[config.mk]
export PLATFORM = sky130hd
export DESIGN_NAME = avmm_data_fetcher
export DESIGN_NICKNAME = d
export VERILOG_FILES = /design/src/rtl/mvm_pkg.sv /design/src/rtl/avmm_data_fetcher_word_unpacker.sv /design/src/rtl/avmm_data_fetcher.sv
export SDC_FILE = /design/constraint.sdc
export NUM_CORES = 1
export LEC_CHECK = 0
export BUFFER_PORTS_ARGS = -buffer_cell sky130_fd_sc_hd__clkbuf_2
export CORE_MARGIN = 2
export CORE_UTILIZATION = 57
export DETAILED_ROUTE_END_ITERATION = 6
export MAX_ROUTING_LAYER = met4
export PLACE_DENSITY = 0.93
export SYNTH_ARGS = -nofsm -noshare
export SYNTH_HDL_FRONTEND = slang
export SYNTH_HIERARCHICAL = 1
export SYNTH_SLANG_ARGS = --single-unit
[constraint.sdc]
create_clock -name i_clk -period 4.67 [get_ports i_clk]
set_clock_uncertainty 0.2 [all_clocks]
set_input_delay 0.2335 -clock i_clk [delete_from_list [all_inputs] [get_ports i_clk]]
set_output_delay 0.2335 -clock i_clk [all_outputs]
set_load 0.005 [all_outputs]
[src/rtl/mvm_pkg.sv]
// Shared definitions for the matrix-vector multiplier datapath and its operand fetcher.
package mvm_pkg;

  localparam int DEF_DATA_WIDTH = 8;
  localparam int DEF_DIM        = 8;

  // FIFO select value that addresses the B-vector FIFO; rows of A use 0..DIM-1.
  localparam int B_FIFO_SEL = DEF_DIM;

  typedef enum logic [2:0] {
    IDLE   = 3'd0,
    REQ    = 3'd1,
    WAIT   = 3'd2,
    UNPACK = 3'd3,
    DONE   = 3'd4
  } fetch_state_t;

endpackage : mvm_pkg

[src/rtl/avmm_data_fetcher_word_unpacker.sv]
// Load/shift register that splits one memory word into bytes, MSB first.
// o_byte_out shows the top byte of i_word while loading, so the caller can
// register the first byte on the same edge the word is captured.
module word_unpacker #(
  parameter int DATA_WIDTH = 8,
  parameter int DIM        = 8
) (
  input  logic                       i_clk,
  input  logic                       i_rst,
  input  logic                       i_load,
  input  logic [DIM*DATA_WIDTH-1:0]  i_word,
  input  logic                       i_shift,
  output logic [DATA_WIDTH-1:0]      o_byte_out,
  output logic                       o_last
);

  localparam int WORD_WIDTH = DIM * DATA_WIDTH;
  localparam int CNT_W      = $clog2(DIM + 1);

  logic [WORD_WIDTH-1:0] r_shreg;
  logic [CNT_W-1:0]      r_byte_idx;

  // Capture the word already advanced past byte 0, then shift one byte per request.
  always_ff @(posedge i_clk) begin
    if (i_rst) begin
      r_shreg    <= '0;
      r_byte_idx <= '0;
    end else if (i_load) begin
      r_shreg    <= i_word << DATA_WIDTH;
      r_byte_idx <= '0;
    end else if (i_shift) begin
      r_shreg    <= r_shreg << DATA_WIDTH;
      r_byte_idx <= r_byte_idx + 1'b1;
    end
  end

  assign o_byte_out = i_load ? i_word[WORD_WIDTH-1 -: DATA_WIDTH]
                             : r_shreg[WORD_WIDTH-1 -: DATA_WIDTH];
  assign o_last     = (r_byte_idx == CNT_W'(DIM - 1));

endmodule : word_unpacker

[src/rtl/avmm_data_fetcher.sv]
// Avalon-MM read master: fetches DIM rows of A plus one B word and streams
// them byte by byte into the multiplier operand FIFOs.
//
// state  | meaning
// IDLE   | waiting for start after reset
// REQ    | read asserted, waiting for the slave to accept
// WAIT   | one read outstanding, waiting for readdatavalid
// UNPACK | writing DIM bytes of the current word to the FIFOs
// DONE   | all DIM+1 words delivered; start restarts the fetch
import mvm_pkg::*;

module avmm_data_fetcher #(
  parameter int                   DATA_WIDTH = DEF_DATA_WIDTH,
  parameter int                   DIM        = DEF_DIM,
  parameter int                   ADDR_WIDTH = 32,
  parameter logic [ADDR_WIDTH-1:0] BASE_ADDR = '0,
  parameter int                   WORD_WIDTH = DIM * DATA_WIDTH
) (
  input  logic                  i_clk,
  input  logic                  i_rst,
  input  logic                  i_start,
  output logic                  o_busy,
  output logic [ADDR_WIDTH-1:0] o_address,
  output logic                  o_read,
  input  logic                  i_waitrequest,
  input  logic [WORD_WIDTH-1:0] i_readdata,
  input  logic                  i_readdatavalid,
  output logic [DATA_WIDTH-1:0] o_fifo_data,
  output logic [3:0]            o_fifo_sel,
  output logic                  o_fifo_wren,
  output logic                  o_fetch_done
);

  localparam int IDX_W = $clog2(DIM + 1);

  fetch_state_t          r_state;
  logic [IDX_W-1:0]      r_word_idx;
  logic                  r_read;
  logic [ADDR_WIDTH-1:0] r_address;
  logic                  r_fifo_wren;
  logic [DATA_WIDTH-1:0] r_fifo_data;
  logic [3:0]            r_fifo_sel;
  logic                  r_fetch_done;
  logic                  r_busy;

  logic                  w_load;
  logic                  w_shift;
  logic                  w_last;
  logic [DATA_WIDTH-1:0] w_byte;

  assign w_load  = (r_state == WAIT) && i_readdatavalid;
  assign w_shift = (r_state == UNPACK) && !w_last;

  word_unpacker #(
    .DATA_WIDTH (DATA_WIDTH),
    .DIM        (DIM)
  ) u_unpacker (
    .i_clk      (i_clk),
    .i_rst      (i_rst),
    .i_load     (w_load),
    .i_word     (i_readdata),
    .i_shift    (w_shift),
    .o_byte_out (w_byte),
    .o_last     (w_last)
  );

  // Sequencing FSM; every output is registered here so read and fifo_wren never overlap.
  always_ff @(posedge i_clk) begin
    if (i_rst) begin
      r_state      <= IDLE;
      r_word_idx   <= '0;
      r_read       <= 1'b0;
      r_address    <= BASE_ADDR;
      r_fifo_wren  <= 1'b0;
      r_fifo_data  <= '0;
      r_fifo_sel   <= '0;
      r_fetch_done <= 1'b0;
      r_busy       <= 1'b0;
    end else begin
      case (r_state)
        IDLE: begin
          r_word_idx <= '0;
          if (i_start) begin
            r_state   <= REQ;
            r_read    <= 1'b1;
            r_address <= BASE_ADDR;
            r_busy    <= 1'b1;
          end
        end
        REQ: begin
          if (!i_waitrequest) begin
            r_state <= WAIT;
            r_read  <= 1'b0;
          end
        end
        WAIT: begin
          if (i_readdatavalid) begin
            r_state     <= UNPACK;
            r_fifo_wren <= 1'b1;
            r_fifo_data <= w_byte;
            r_fifo_sel  <= 4'(r_word_idx);
          end
        end
        UNPACK: begin
          if (w_last) begin
            r_fifo_wren <= 1'b0;
            if (r_word_idx == IDX_W'(DIM)) begin
              r_state      <= DONE;
              r_fetch_done <= 1'b1;
              r_busy       <= 1'b0;
            end else begin
              r_state    <= REQ;
              r_word_idx <= r_word_idx + 1'b1;
              r_read     <= 1'b1;
              r_address  <= BASE_ADDR + ADDR_WIDTH'(r_word_idx) + ADDR_WIDTH'(1);
            end
          end else begin
            r_fifo_data <= w_byte;
          end
        end
        DONE: begin
          if (i_start) begin
            r_state      <= REQ;
            r_word_idx   <= '0;
            r_fetch_done <= 1'b0;
            r_read       <= 1'b1;
            r_address    <= BASE_ADDR;
            r_busy       <= 1'b1;
          end
        end
        default: begin
          r_state <= IDLE;
        end
      endcase
    end
  end

  assign o_busy       = r_busy;
  assign o_address    = r_address;
  assign o_read       = r_read;
  assign o_fifo_wren  = r_fifo_wren;
  assign o_fifo_data  = r_fifo_data;
  assign o_fifo_sel   = r_fifo_sel;
  assign o_fetch_done = r_fetch_done;

endmodule : avmm_data_fetcher
# --- Yosys cells after proc, flatten, opt, wreduce, memory -nomap -nowiden ---
# Index checks and enable logic that the tools add are counted.
op_classes:
  n_addsub: 3
  reduce_logical: 21
  eq_ne: 14
  mux: 35
ops:
  columns: ["operator", "n"]
  rows:
  - ["$mux W64", 2]
  - ["$mux W32", 3]
  - ["$pmux W32 S2", 1]
  - ["$mux W8", 3]
  - ["$reduce_and A4 Y1", 5]
  - ["$pmux W8 S2", 1]
  - ["$mux W3", 5]
  - ["$mux W4", 3]
  - ["$ne A2 B2 Y1 const B", 6]
  - ["$pmux W3 S4", 1]
  - ["$pmux W4 S3", 1]
  - ["$mux W1", 11]
  - ["$add A4 B1 Y4 const B", 2]
  - ["$reduce_bool A2 Y1", 4]
  - ["$eq A3 B2 Y1 const B", 2]
  - ["$pmux W1 S2", 3]
  - ["$reduce_and A3 Y1", 2]
  - ["$reduce_bool A3 Y1", 2]
  - ["$add A4 B1 Y5 const B", 1]
  - ["$reduce_and A5 Y1", 1]
  - ["$eq A4 B3 Y1 const B", 1]
  - ["$eq A4 B4 Y1 const B", 1]
  - ["$ne A2 B1 Y1 const B", 2]
  - ["$reduce_or A2 Y1", 2]
  - ["other kinds (7)", 8]
totals:
  register_bits: 115
  elab_cells: 84
  inputBits: 69

# --- Depth between registers and ports, before layout ---
# Gate-level depths: netlist of run 1.
logic_depth:
  word_depth: 5
  ltp_mapped: 9
  depth_no_buf: 7

# --- By module ---
# Netlist of run 1, hierarchy kept.
by_module_without_submodules:
  columns: ["mod", "area_each_um2", "cells_per_inst", "n_inst"]
  rows:
  - ["word_unpacker", 2829.0, 278, 1]
  - ["avmm_data_fetcher", 1435.1, 162, 1]

# --- Least setup slack after synthesis of run 1 ---
# Ideal clock, no wire load.
synth_timing:
  kind: "register to register"
  from: "register r_state[2]"
  to: "register r_fifo_data[5], in the netlist o_fifo_data[5]"
  n_path_buf: 3
  arrival_time_ns: 1.879
  stages_incl_launch_ff: 9
  setup_time_ns: 0.128
  synth_period_minus_slack_ns: 2.206
  path_slack_ns: 2.464
  path_cell_list: "dfxtp_1 > buf_2 > nand2b_1 > nor2_2 > buf_2 > buf_2 > mux2_2 > mux2i_1 > nor2_1"
synth_via:
  elab_chain_len: 5
  elab_cells_between_ends: 11
  cone_classes: "eq/ne: 4; mux: 4; reduce/logical: 3"
synth_rtl:
  columns: ["element", "line_no", "text"]
  rows:
  - ["start, declared", "avmm_data_fetcher.sv:36", "fetch_state_t r_state;"]
  - ["start signal, assigned", "avmm_data_fetcher.sv:70", "r_state <= IDLE;"]
  - ["start signal, assigned", "avmm_data_fetcher.sv:84", "r_state <= REQ;"]
  - ["start signal, assigned", "avmm_data_fetcher.sv:92", "r_state <= WAIT;"]
  - ["$eq A3 B2 Y1 *", "avmm_data_fetcher.sv:51", "assign w_load = (r_state == WAIT) && i_readdatavalid;"]
  - ["$logic_and A1 B1 Y1 *", "avmm_data_fetcher.sv:51", null]
  - ["via w_load", "avmm_data_fetcher.sv:46", "logic w_load;"]
  - ["$mux W8 *", "avmm_data_fetcher_word_unpacker.sv:37", "assign o_byte_out = i_load ? i_word[WORD_WIDTH-1 -: DATA_WIDTH]"]
  - ["via w_byte[5]", "avmm_data_fetcher.sv:49", "logic [DATA_WIDTH-1:0] w_byte;"]
  - ["$mux W8, on equally long branches", "avmm_data_fetcher.sv:105, avmm_data_fetcher.sv:97", null]
  - ["$pmux W8 S2 *", "avmm_data_fetcher.sv:80", "case (r_state)"]
  - ["end signal, assigned", "avmm_data_fetcher.sv:100", "r_fifo_data <= w_byte;"]
  - ["end signal, assigned", "avmm_data_fetcher.sv:118", "r_fifo_data <= w_byte;"]
  - ["end, declared", "avmm_data_fetcher.sv:41", "logic [DATA_WIDTH-1:0] r_fifo_data;"]
# The timed path passes the listed nets; every way through them passes the cells marked *. The select of a mux whose other input is x is not followed.
# A chain may end at the register's enable or synchronous reset.

# --- Final worst setup path of run 1 ---
layout_timing:
  from: "register u_unpacker.r_byte_idx[0]"
  to: "register u_unpacker.r_shreg[28]"
layout_via:
  elab_chain_len: 4
layout_rtl:
  columns: ["element", "line_no", "text"]
  rows:
  - ["start, declared", "avmm_data_fetcher_word_unpacker.sv:21", "logic [CNT_W-1:0] r_byte_idx;"]
  - ["start signal, assigned", "avmm_data_fetcher_word_unpacker.sv:33", "r_byte_idx <= r_byte_idx + 1'b1;"]
  - ["$eq A4 B3 Y1", "avmm_data_fetcher_word_unpacker.sv:39", "assign o_last = (r_byte_idx == CNT_W'(DIM - 1));"]
  - ["via w_last", "avmm_data_fetcher.sv:48", "logic w_last;"]
  - ["$logic_not A1 Y1", "avmm_data_fetcher.sv:52", "assign w_shift = (r_state == UNPACK) && !w_last;"]
  - ["$logic_and A1 B1 Y1", "avmm_data_fetcher.sv:52", null]
  - ["via w_shift", "avmm_data_fetcher.sv:47", "logic w_shift;"]
  - ["$reduce_bool A2 Y1 (no source line)", null, null]
  - ["end signal, assigned", "avmm_data_fetcher_word_unpacker.sv:29", "r_shreg <= i_word << DATA_WIDTH;"]
  - ["end signal, assigned", "avmm_data_fetcher_word_unpacker.sv:32", "r_shreg <= r_shreg << DATA_WIDTH;"]
  - ["end, declared", "avmm_data_fetcher_word_unpacker.sv:20", "logic [WORD_WIDTH-1:0] r_shreg;"]
# The timed path passes the listed nets, and every way through them passes these cells.

==> out/metrics.csv, run 1 <==
stage;metric;value;unit
route;via_per_inst;5.527;
setup_path;r2r_slack;1460;ps
timing;fin_crit_sh;0.6882;
synthesis;synth-edff-count;0;
global_routing;antenna_found_initial;0;
synthesis;synth.avg_cell_area;9.691;sq um
timing;setup_tns;0;ps
setup_path;start_kind;flop;
timing;grt_setup_unrepaired;no;
status;violations;negative hold slack;
global_routing;grt_remaining_overflow;0;
floorplan;die_x;90.49;um
cts;postCtsResizedCells;0;
setup_path;end_kind;flop;
synthesis;yosysSeqAreaShare;0.4131;
setup_path;critical_path_class;flop to flop;
route;dr_total_vias;3631;
global_routing;grt_max_degree;65;
setup_path;crit_end;u_unpacker/r_shreg[28];
placement;port_buffers;89;
global_routing;grt_pass1_wl;17730;um
floorplan;rows;31;
power;peakVddDrop;0.0001579;V
setup_path;rr_startpoint;u_unpacker/r_byte_idx[0];
finish;num_antenna_cells;0;
setup_path;crit_start;u_unpacker/r_byte_idx[0];
cts;path_clk_slew;100;ps
synthesis;synthTopCellsByArea;dfxtp_1 41%, mux2i_1 14%, a211oi_1 8.5%, nor2b_1 7.3%, buf_4 5.5%;
finish;utilization;0.7233;
timing;slew_headroom;0.1742;
synthesis;synth_flop_cell;dfxtp_1;
floorplan;io_pins;117;
cts;cts_buffer_depth;2;
finish;regArea;1762;sq um
timing;report.final.slew_viol_count;0;
min_path;hp-class;input pin to flop;
power;leakagePower;2.020;nW
cts;cts_tree;yes;
route;wire_per_inst;17.16;um
synthesis;synth_common_cells;88 x dfxtp_1, 61 x mux2i_1, 50 x nor2b_1, 48 x a211oi_1, 31 x buf_4;
timing;max_freq;311.1;MHz
setup_path;arrival;3230;ps
floorplan;die_y;90.49;um
route;drt_iter0_drc;250;
cts;ctsHoldBuffers;43;
placement;hpwl;6483;um
synthesis;ys_ff_latch;88;
timing;worst_hold_slack;-16.34;ps
global_routing;globalRouteTotalUtil;0.2778;
synthesis;synth_cell_type_count;45;
placement;routabilityCongestion;0.8364;
synthesis;async_flop_share;0;
route;drc;0;
setup_path;worstPathRequired;4690;ps
cts;numCtsBuffers;9;
timing;finalSetupViolCount;0;
timing;finalHoldViolCount;1;
floorplan;dieArea;8188;sq um
synthesis;synth_area;4264;sq um
floorplan;initial_core_util;0.5879;
setup_path;reg2reg_to;u_unpacker/r_shreg[28];
run;maxCapViolCount;0;
route;ant_nets;0;
power;p_per_area;302.9;nW/um^2
global_routing;grt_pass1_vias;3520;
cts;root_buffer;clkbuf_8;
route;totalWireLength;11270;um
finish;multi_input_area;2202;sq um
synthesis;synthCells;440;
setup_path;reg2reg_depth;8;
cts;cts_sinks;88;
synthesis;synth.most_common_cell;dfxtp_1;
finish;syn_to_final_growth;23.03;%
synthesis;yosys_warnings;6;
cts;clkLatencyLatePin;350;ps
status;status;finished, violations left;
finish;final_nets;625;
cts;cts.htree.levels;3;
setup_path;cp_max_fo;42;
finish;fill_cells;467;
synthesis;synth_area_leader_cell;dfxtp_1;
synthesis;yosysTopAreaCellShare;0.4131;
min_path;hp-start;i_readdata[31];
timing;period_needed;3214;ps
floorplan;coreArea;7253;sq um
cts;cts_setup_buffers;0;
finish;layout-drive-gt1-share;0.2222;
timing;worst_pin_slew;1239;ps
finish;fin_area;5246;sq um
placement;place_area;4578;sq um
route;dr.pass1.iters;5;
-- critical path, cell delays in order, from the launching register on --
cell and delay, ps:
dfxtp_1 350, ha_1 240, nand2_1 120, nor2_1 140, nand2b_1 260, nor2_4 550, buf_4 650, mux2i_1 160
a211oi_1 410
-- worst min path at each step --
stage | end | slack (ps) | depth (start not counted)
3_3_place_gp | o_busy | 250 | 2
5_1_grt | u_unpacker/r_shreg[33] | 9 | 3
4_1_cts | u_unpacker/r_shreg[17] | 2 | 3
3_5_place_dp | o_busy | 260 | 2
6_report | u_unpacker/r_shreg[39] | -20 | 3
2_1_floorplan | u_unpacker/r_shreg[10] | 180 | 2
-- layout make-up --
type / instances / share of cell area
Timing Repair Buffer: 136 / 0.1731
Clock inverter: 6 / 0.01717
Sequential cell: 88 / 0.3358
Multi-Input combinational cell: 312 / 0.4197
Inverter: 6 / 0.004293
Clock buffer: 10 / 0.02623
Tap cell: 99 / 0.02361
-- logic make-up after synthesis --
logic type,share of synthesized area
adders and majority gates,0.008804
xor gates and xnor gates,0.006163
buffers and inverters,0.09624
muxes,0.1670
other,0.0008794
DFF,0.4131
and+or+nand+nor,0.1790
AOI/OAI and AO/OA,0.1288
-- cell usage in the layout (no fill, tap or decap), types with 2 or more instances in the layout --
cell,Yosys,routed
clkbuf_2,0,89
dfxtp_1,88,88
mux2i_1,61,61
nor2b_1,50,50
a211oi_1,48,48
dlygate4sd3_1,0,44
conb_1,1,27
nor2_1,20,19
nand2_1,17,17
a21oi_1,16,16
clkbuf_8,0,10
mux2_2,9,9
nand2b_1,8,8
or3b_1,8,8
nand3_1,7,7
o21ai_0,7,7
inv_1,5,5
or3_1,3,3
ha_1,3,3
buf_4,31,3
nor2_4,0,2
nand4_1,2,2
nor3_1,2,2
or2_1,2,2
xnor2_1,2,2
nand3b_1,2,2
bufinv_16,0,2
inv_6,0,2
-- routing by layer --
| layer | GRT usage | vias to the layer above | share of wire |
|---|---|---|---|
| met1 | 0.3370 | 1713 | 0.42 |
| met4 | 0.1026 | 0 | 0.026 |
| met3 | 0.05008 | 27 | 0.055 |
| met2 | 0.4627 | 169 | 0.49 |
| li1 | - | 1722 | - |
| met5 | - | - | 0 |
-- state kept, by name, summed over array words and instances (netlist names), 3 cells and up --
signal and flops:
o_fifo_data 8, u_unpacker/r_byte_idx 4, u_unpacker/r_shreg 56, o_address 5
r_state 3, o_fifo_sel 4, r_word_idx 4
-- power by group --
group / total (mW) / internal (mW) / switching, mW
logic: 0.187 / 0.0931 / 0.0944
registers: 0.798 / 0.776 / 0.0223
clock network: 0.603 / 0.319 / 0.284
total: 1.59 / 1.19 / 0.400
-- per-stage QoR --
| step | worst slack, ps | hold slack (ps) | instances | total power, mW |
|---|---|---|---|---|
| 2_1_floorplan | 2464 | 177.5 | 466 | 0.9253 |
| 3_3_place_gp | 1882 | 247.4 | 597 | 0.9566 |
| 3_5_place_dp | 1711 | 257.9 | 597 | 0.9624 |
| 4_1_cts | 1618 | 2.369 | 656 | 1.572 |
| 5_1_grt | 1383 | 9.453 | 657 | 1.634 |
| 6_report | 1456 | -16.34 | 657 | 1.589 |
No activity file was read; power rests on OpenSTA's default activity.
==> run 2: changes to the inputs <==
CORE_UTILIZATION = 47   (was 57)
PLACE_DENSITY = 0.83   (was 0.93)
clock period = 2.68 ns   (was 4.67 ns; I/O delays follow)
==> run 2 against run 1 <==
  * The flow now finishes without violations
  * Register-to-register slack got worse by 1200 ps
  * Via count down 0.80%
  * Worst hold slack gained 88 ps
  * Sequential share of layout area shrank 1.5 points
  * Cell count rose by 5.5%
  * Combinational power increased by 89%
  * Largest cell class unchanged
  * Largest power group unchanged
==> out/metrics.csv, run 2 (synthesis results as in run 1) <==
stage;metric;value;unit
status;status;completed;
placement;routabilityCongestion;0.8660;
power;combPwrFrac;0.137;
placement;hpwl;6725;um
global_routing;antenna_found_initial;3;
route;wire_per_inst;15.73;um
min_path;hp-class;input pin to flop;
floorplan;io_pins;117;
placement;port_buffers;89;
finish;multi_input_area;2202;sq um
min_path;hp-start;i_waitrequest;
cts;cts_tree;yes;
power;intPower;1.890;mW
global_routing;grt_pass1_vias;3643;
timing;grt_setup_unrepaired;no;
timing;fin_crit_sh;0.8995;
finish;layout-drive-gt1-share;0.2148;
cts;cts_buffer_depth;2;
power;p_switching;705.2;uW
power;p_clk_frac;0.328;
floorplan;coreArea;8763;sq um
floorplan;die_y;99.25;um
floorplan;initial_core_util;0.4866;
timing;period_needed;2411;ps
setup_path;cp_max_fo;48;
setup_path;worstPathRequired;2720;ps
power;leakagePower;2.106;nW
timing;finalHoldViolCount;0;
floorplan;die_x;99.25;um
route;totalWireLength;10900;um
power;pwr-share-seq;0.535;
timing;setup_tns;0;ps
route;via_per_inst;5.198;
timing;worst_pin_slew;812.9;ps
global_routing;grt_remaining_overflow;0;
min_path;hold_path_depth;4;
power;power.share.switching;0.2717;
power;p_per_area;472.5;nW/um^2
finish;fin_area;5493;sq um
cts;numCtsBuffers;9;
cts;root_buffer;clkbuf_8;
setup_path;r2r_slack;270;ps
cts;path_clk_slew;100;ps
cts;cts_sinks;88;
global_routing;met1_usage;0.2699;
setup_path;reg2reg_to;u_unpacker/r_shreg[18];
timing;slew_headroom;0.4581;
finish;regArea;1762;sq um
global_routing;globalRouteTotalUtil;0.2260;
finish;largest-register;u_unpacker/r_shreg;
finish;largest_reg_flops;56;
route;dr.pass1.iters;4;
run;maxCapViolCount;0;
min_path;hold_end;r_state[1];
finish;fill_cells;688;
global_routing;grt_pass1_wl;17440;um
timing;finalSetupViolCount;0;
route;ant_nets;0;
floorplan;rows;34;
global_routing;grt_max_degree;62;
setup_path;end_kind;flop;
finish;final_nets;649;
route;drc;0;
route;dr_total_vias;3602;
global_routing;use_met3;0.03303;
setup_path;arrival;2450;ps
global_routing;grt-busiest-layer;met2;
finish;syn_to_final_growth;28.81;%
setup_path;start_kind;flop;
cts;cts.htree.levels;3;
cts;cts_setup_buffers;0;
setup_path;reg2reg_depth;4;
power;peakVddDrop;0.0003176;V
global_routing;met2_usage;0.3675;
route;drt_iter0_drc;182;
floorplan;dieArea;9851;sq um
setup_path;rr_startpoint;r_state[1];
cts;clkLatencyLatePin;360;ps
setup_path;critical_path_class;flop to flop;
finish;layout_common_cells;88 x clkbuf_2, 88 x dfxtp_1, 66 x dlygate4sd3_1;
placement;place_area;4642;sq um
timing;report.final.slew_viol_count;0;
timing;max_freq;414.8;MHz
==> run 2: how the worst max path moves through the flow <==
| stage | to | start | cells past startpoint | slack, ps |
|---|---|---|---|---|
| finish | u_unpacker/r_shreg[18] | r_state[1] | 4 | 270 |
| floorplan | o_fifo_data[5] | r_state[2] | 8 | 470 |
| detailed placement | u_unpacker/r_shreg[17] | r_state[1] | 4 | 300 |
| global placement | u_unpacker/r_shreg[54] | r_state[1] | 4 | 450 |
| CTS | u_unpacker/r_shreg[41] | r_state[1] | 4 | 280 |
| global route | u_unpacker/r_shreg[18] | r_state[1] | 4 | 90 |
==> run 2: critical path, stage by stage, from the launching register on <==
cell,delay (ps)
dfxtp_1,530
nand2b_1,260
nor2_4,530
inv_4,350
a211oi_1,410
==> run 2: power by group through the flow <==
stage	Combinational, mW	Clock, mW	Sequential, mW
finish	0.354	0.852	1.39
detailed placement	0.269	0	1.42
global route	0.385	0.917	1.39
global placement	0.262	0	1.41
floorplan	0.213	0	1.40
CTS	0.346	0.861	1.39
==> run 2: per-stage QoR <==
step / hold WS (ps) / worst slack [ps] / power [mW] / util / instances
3_3_place_gp: 170.6 / 446.4 / 1.676 / 0.5297 / 608
6_report: 71.90 / 269.2 / 2.596 / 0.6268 / 693
3_5_place_dp: 179.1 / 298.4 / 1.687 / 0.5297 / 608
5_1_grt: 102.1 / 85.86 / 2.697 / 0.6268 / 693
2_1_floorplan: 78.02 / 473.8 / 1.612 / - / 466
4_1_cts: 57.02 / 283.8 / 2.595 / 0.6256 / 690
==> run 2: layout make-up <==
type,count,area share
antenna,3,0.001367
sequential,88,0.3207
clock buffer,10,0.02323
clock inverter,6,0.009567
inverter,6,0.004556
tap,108,0.02460
multi-input combinational,312,0.4009
timing repair buffer,160,0.2150
==> run 2: what timing repair did <==
item / 4_1_cts / 5_1_grt
hold endpoints to repair: 68 / 0
endpoints found under the setup margin: 0 / 1
resized for setup: 0 / 2
hold buffers: 66 / 0
==> run 2: layer usage <==
| metal | vias up | part of all wire |
|---|---|---|
| li1 | 1773 | - |
| met1 | 1691 | 0.43 |
| met2 | 110 | 0.50 |
| met3 | 28 | 0.036 |
| met4 | 0 | 0.034 |
| met5 | - | 0 |
